<file path="src/rtl/io_pkg.sv">
// Shared types and constants for the IN/OUT handshake controller.
// Holds the FSM state encoding and the bus/switch/PWM widths.
package io_pkg;

    localparam int DATA_W = 32;
    localparam int SW_W   = 8;
    localparam int PWM_W  = 8;

    typedef enum logic [2:0] {
        IDLE       = 3'd0,
        ARM        = 3'd1,
        WAIT_PRESS = 3'd2,
        WAIT_REL   = 3'd3,
        ACK        = 3'd4
    } io_state_t;

endpackage

</file>
<file path="src/rtl/key_debouncer.sv">
// Push-button conditioning: 2-FF synchronizer, stability counter and debounced level.
// Ports: clk, rst_n, key_raw (active-low) in; key_deb level, press_evt/rel_evt pulses out.
module key_debouncer #(
    parameter int DEB_CYCLES = 50000
) (
    input  logic clk,
    input  logic rst_n,
    input  logic key_raw,
    output logic key_deb,
    output logic press_evt,
    output logic rel_evt
);

    localparam int CNT_W = (DEB_CYCLES > 1) ? $clog2(DEB_CYCLES) : 1;
    localparam logic [CNT_W-1:0] CNT_MAX = CNT_W'(DEB_CYCLES - 1);

    logic             sync1_q, sync2_q;
    logic             deb_q, deb_d;
    logic [CNT_W-1:0] cnt_q, cnt_d;
    logic             press_q, press_d;
    logic             rel_q, rel_d;

    // Events are registered alongside the level so they line up with it.
    always_comb begin
        cnt_d   = cnt_q + CNT_W'(1);
        deb_d   = deb_q;
        press_d = 1'b0;
        rel_d   = 1'b0;
        if (sync2_q == deb_q) begin
            cnt_d = '0;
        end else if (cnt_q == CNT_MAX) begin
            cnt_d   = '0;
            deb_d   = sync2_q;
            press_d = ~sync2_q;
            rel_d   = sync2_q;
        end
    end

    // Reset values model a released (high) key.
    always_ff @(posedge clk or negedge rst_n) begin
        if (!rst_n) begin
            sync1_q <= 1'b1;
            sync2_q <= 1'b1;
            deb_q   <= 1'b1;
            cnt_q   <= '0;
            press_q <= 1'b0;
            rel_q   <= 1'b0;
        end else begin
            sync1_q <= key_raw;
            sync2_q <= sync1_q;
            deb_q   <= deb_d;
            cnt_q   <= cnt_d;
            press_q <= press_d;
            rel_q   <= rel_d;
        end
    end

    assign key_deb   = deb_q;
    assign press_evt = press_q;
    assign rel_evt   = rel_q;

endmodule

</file>
<file path="src/rtl/io_handshake_ctrl.sv">
// Sequences CPU IN (key-gated switch read) and OUT (display/PWM latch) instructions.
// Ports: realClk, rst, chave, dadosIN, in_req/in_data/in_ack/stall, out_req/out_pwm/out_data, disp/pwm/st_dbg.
module io_handshake_ctrl
    import io_pkg::*;
#(
    parameter int DEB_CYCLES = 50000,
    parameter int DATA_W     = io_pkg::DATA_W,
    parameter int SW_W       = io_pkg::SW_W
) (
    input  logic              realClk,
    input  logic              rst,
    input  logic              chave,
    input  logic [SW_W-1:0]   dadosIN,
    input  logic              in_req,
    output logic [DATA_W-1:0] in_data,
    output logic              in_ack,
    output logic              stall,
    input  logic              out_req,
    input  logic              out_pwm,
    input  logic [DATA_W-1:0] out_data,
    output logic [DATA_W-1:0] disp_value,
    output logic              disp_valid,
    output logic [PWM_W-1:0]  pwm_duty,
    output logic [2:0]        st_dbg
);

    logic key_deb, press_evt, rel_evt;

    key_debouncer #(
        .DEB_CYCLES (DEB_CYCLES)
    ) u_deb (
        .clk       (realClk),
        .rst_n     (rst),
        .key_raw   (chave),
        .key_deb   (key_deb),
        .press_evt (press_evt),
        .rel_evt   (rel_evt)
    );

    io_state_t         state_q, state_d;
    logic [DATA_W-1:0] in_data_q, in_data_d;
    logic              in_ack_q, in_ack_d;
    logic [DATA_W-1:0] disp_q, disp_d;
    logic              valid_q, valid_d;
    logic [PWM_W-1:0]  pwm_q, pwm_d;

    // Dropping in_req in any waiting state abandons the IN without ack.
    always_comb begin
        state_d   = state_q;
        in_data_d = in_data_q;
        unique case (state_q)
            IDLE: begin
                if (in_req) state_d = ARM;
            end
            ARM: begin
                // Wait for release so a key held from a prior IN is not reused.
                if (!in_req)      state_d = IDLE;
                else if (key_deb) state_d = WAIT_PRESS;
            end
            WAIT_PRESS: begin
                if (!in_req) begin
                    state_d = IDLE;
                end else if (press_evt) begin
                    in_data_d = {{(DATA_W-SW_W){1'b0}}, dadosIN};
                    state_d   = WAIT_REL;
                end
            end
            WAIT_REL: begin
                if (!in_req)      state_d = IDLE;
                else if (rel_evt) state_d = ACK;
            end
            ACK:     state_d = IDLE;
            default: state_d = IDLE;
        endcase
        in_ack_d = (state_d == ACK);
    end

    always_comb begin
        pwm_d   = pwm_q;
        disp_d  = disp_q;
        valid_d = valid_q;
        if (out_req) begin
            if (out_pwm) begin
                pwm_d = out_data[PWM_W-1:0];
            end else begin
                disp_d  = out_data;
                valid_d = 1'b1;
            end
        end
    end

    always_ff @(posedge realClk or negedge rst) begin
        if (!rst) begin
            state_q   <= IDLE;
            in_data_q <= '0;
            in_ack_q  <= 1'b0;
            disp_q    <= '0;
            valid_q   <= 1'b0;
            pwm_q     <= '0;
        end else begin
            state_q   <= state_d;
            in_data_q <= in_data_d;
            in_ack_q  <= in_ack_d;
            disp_q    <= disp_d;
            valid_q   <= valid_d;
            pwm_q     <= pwm_d;
        end
    end

    // Gated by rst so every output reads zero while reset is held.
    assign stall      = rst & in_req & (state_q != ACK);
    assign in_data    = in_data_q;
    assign in_ack     = in_ack_q;
    assign disp_value = disp_q;
    assign disp_valid = valid_q;
    assign pwm_duty   = pwm_q;
    assign st_dbg     = state_q;

endmodule

</file>
<file path="config.mk">
export PLATFORM = sky130hd
export DESIGN_NAME = io_handshake_ctrl
export DESIGN_NICKNAME = d
export VERILOG_FILES = /design/src/rtl/io_pkg.sv /design/src/rtl/key_debouncer.sv /design/src/rtl/io_handshake_ctrl.sv
export SDC_FILE = /design/constraint.sdc
export NUM_CORES = 1
export LEC_CHECK = 0
export CORE_MARGIN = 10
export CORE_UTILIZATION = 28
export DETAILED_ROUTE_END_ITERATION = 16
export MAX_ROUTING_LAYER = met4
export PLACE_DENSITY = 0.65
export SLEW_MARGIN = 20
export SYNTH_ARGS = -nofsm -noshare
export SYNTH_HDL_FRONTEND = slang
export SYNTH_HIERARCHICAL = 1
export SYNTH_SLANG_ARGS = --single-unit
export TNS_END_PERCENT = 10
</file>
<file path="constraint.sdc">
create_clock -name realClk -period 1.6 [get_ports realClk]
set_input_delay 0.16 -clock realClk [delete_from_list [all_inputs] [get_ports realClk]]
set_output_delay 0.16 -clock realClk [all_outputs]
set_load 0.01 [all_outputs]
</file>
==> flow_summary_export.csv <==
group,metric,value,unit
worst_setup_path,crit_path_end_kind,"output pin",
final_layout,nNetsFinal,396,
pwr,total_power,5.070,mW
synthesis,async_flop_share,100.0,%
routing,detail-route-antenna-nets,0,
routing,vias,2146,
synthesis,mappedNetlistArea,3312,um^2
sta,final-hold-violation-count,0,
cts,cts.sinks,74,
routing,wl,7814,um
routing,detail_route.wl_per_cell,15.72,um
worst_setup_path,required,1.44,ns
worst_setup_path,regToRegEndpoint,"u_deb/cnt_q[10]$_DFF_PN0_",
die,dieArea,16580,um^2
cts,cts_tree,"yes",
sta,layout_setup_ws,0.04703,ns
synthesis,synthTopCellsByArea,"dfrtp_1, mux2_4, mux2_2",
synthesis,syn_inst,237,
routing,drc,0,
die,die_w,128.8,um
routing,drt-vias-per-instance,4.318,
sta,rsz0062_at_grt,"yes",
synthesis,synth_edf_count,0,
pwr,p_leak,2.105,nW
routing,first_pass_iters,3,
pwr,ir_drop,0.5576,mV
cts,clkTransAtPathRegs,0.06,ns
sta,slew_headroom,38.13,%
placement,gp_congestion,0.7701,
global_routing,antenna_found_initial,0,
die,coreArea,11520,um^2
sta,fin_crit,1.553,ns
synthesis,synth_seq_cells,74,
synthesis,yosysTopAreaCell,"dfrtp_1",
synthesis,yosys_warnings,6,
status,outcome,"complete, no violations",
synthesis,ys_types,38,
sta,setup_violations,0,
die,die_y,128.8,um
cts,cts_root_buf,"clkbuf_16",
worst_setup_path,worstPathArrival,1.39,ns
cts,cts_buffers,9,
routing,drt_iter0_drc,76,
run,cap_viol_max_count,0,
sta,setup_tns,0,ns
final_layout,final_area,4772,um^2
worst_setup_path,worst-path-max-fanout,7,
worst_setup_path,r2r-start,"u_deb/cnt_q[0]$_DFF_PN0_",
placement,pre_cts_ws,0.05189,ns
sta,final.setup_skew,0.007610,ns
final_layout,drive_gt1_share,25.71,%
cts,ctsLongestPathBuffers,2,
synthesis,ys.flop_type,"dfrtp_1",
die,placementRows,39,
sta,worst_hold_slack,0.05888,ns
synthesis,yosysTopAreaCellShare,53.65,%
global_routing,grt_overflow,0,
cts,clock_latency,0.33,ns
worst_hold_path,min_path_type,"in2async",
sta,period_share,97.06,%
placement,place_hpwl,5753,um
final_layout,antenna_cells,0,
final_layout,synthToLayoutAreaGrowth,44.09,%
placement,dpl_cell_area,4446,um^2
die,initial_core_util,28.76,%
sta,timing.fmax,643.9,MHz
global_routing,first_global_vias,2372,
global_routing,grt_max_degree,75,
final_layout,nFillCells,1108,
placement,numPortBuffers,99,
worst_setup_path,r2r_setup_slack,0.14,ns
cts,htree_levels,3,
worst_setup_path,critPathKind,"reg2out",
cts,cts.hold.buffers_added,0,
pwr,pwr_density_cell,1062,nW/um^2
global_routing,grt.total_usage,10.01,%
die,io_pins,124,
worst_setup_path,cp-start-kind,"flop",
sta,worst_pin_slew,0.9280,ns
synthesis,synth_area_per_cell,13.97,um^2
worst_setup_path,rr_worst_depth,6,
global_routing,grt_pass1_wl,12670,um
synthesis,seq_area_frac_synth,56.03,%
sta,drv_slew,0,
## final cells by class
| type | instances | area [um^2] | share of cell area, % |
|---|---|---|---|
| Inverter | 1 | 3.754 | 0.07866 |
| Sequential cell | 74 | 1857 | 38.91 |
| Clock inverter | 3 | 46.29 | 0.9701 |
| Multi-Input combinational cell | 153 | 1319 | 27.63 |
| Timing Repair Buffer | 110 | 1107 | 23.20 |
| Tap cell | 143 | 178.9 | 3.749 |
| Clock buffer | 13 | 260.3 | 5.454 |
## cell usage after synthesis, types with 3 or more instances
cell,number
xnor2_1,9
dfrtp_1,71
xor2_1,6
nand3_1,5
nand4_1,6
and3_1,3
nor2_1,18
buf_4,25
buf_2,3
buf_6,4
mux2_4,29
nor4_1,3
dfstp_2,3
nand2_1,6
mux2_2,19
## power breakdown
part | switching [mW] | leakage (nW) | internal (mW) | total [mW]
Sequential | 0.0975 | 0.923 | 2.04 | 2.13
Combinational | 0.321 | 1.04 | 0.561 | 0.882
Clock | 0.755 | 0.146 | 1.30 | 2.05
Total | 1.17 | 2.10 | 3.90 | 5.07
## registers in the layout (all words and copies together) (netlist names)
name and flops:
disp_valid 1, u_deb/key_deb 1, st_dbg 3, u_deb/sync1_q 1
pwm_duty 8, u_deb/rel_evt 1, in_ack 1, u_deb/press_evt 1
disp_value 32, in_data 8, u_deb/cnt_q 16, u_deb/sync2_q 1
## cell usage in the layout (no fill, tap or decap), types with 5 or more instances in the layout
| cell | synthesis | routed |
|---|---|---|
| nand2_1 | 6 | 6 |
| nand3_1 | 5 | 5 |
| mux2_2 | 19 | 19 |
| dfrtp_1 | 71 | 70 |
| clkbuf_16 | 0 | 9 |
| buf_4 | 25 | 9 |
| xnor2_1 | 9 | 9 |
| clkdlybuf4s50_1 | 0 | 97 |
| nor2_1 | 18 | 18 |
| conb_1 | 1 | 24 |
| mux2_4 | 29 | 29 |
| xor2_1 | 6 | 6 |
| nand4_1 | 6 | 6 |
## layer usage
layer / share of wire [%] / global-route usage (%)
met5: 0 / -
met3: 10 / 5.092
met2: 47 / 15.05
met1: 41 / 11.01
met4: 2.3 / 4.214
## logic make-up after synthesis
logic type,synth area share [%]
muxes,19.95
other,0.1132
buffers and inverters,7.593
xor gates and xnor gates,3.967
and+or+nand+nor,11.30
adders and majority gates,0.3777
DFF,56.03
AOI/OAI and AO/OA,0.6800
## critical path, cell delays in order, from the launching register on
cell	delay, ns
dfrtp_1	0.36
buf_4	0.16
clkdlybuf4s50_1	0.55
## worst max-delay path by stage
stage	start	endpoint	slack, ns	depth (start not counted)
after floorplan	u_deb/cnt_q[0]$_DFF_PN0_	u_deb/key_deb$_DFFE_PN1P_	0.16	5
after global placement	u_deb/cnt_q[11]$_DFF_PN0_	u_deb/cnt_q[11]$_DFF_PN0_	0.08	4
after detailed placement	u_deb/cnt_q[11]$_DFF_PN0_	u_deb/cnt_q[11]$_DFF_PN0_	0.05	4
after CTS	st_dbg[1]$_DFF_PN0_	st_dbg[1]	0.03	2
after global routing	u_deb/cnt_q[0]$_DFF_PN0_	u_deb/press_evt$_DFF_PN0_	-0.03	5
final	st_dbg[1]$_DFF_PN0_	st_dbg[1]	0.05	2
## what timing repair did
action / 4_1_cts / 5_1_grt
setup endpoints to repair: 1 / 16
resized for setup: 2 / 4
setup buffers: 0 / 0
gates cloned: 0 / 0
## through the flow
| step | instances | util (%) |
|---|---|---|
| 6_report | 497 | 41.44 |
| 5_1_grt | 497 | 41.44 |
| 4_1_cts | 497 | 41.26 |
| 3_5_place_dp | 481 | 38.60 |
| 3_3_place_gp | 481 | 38.60 |
| 2_1_floorplan | 260 | - |
Note: power is estimated with default switching activity, not from simulation.
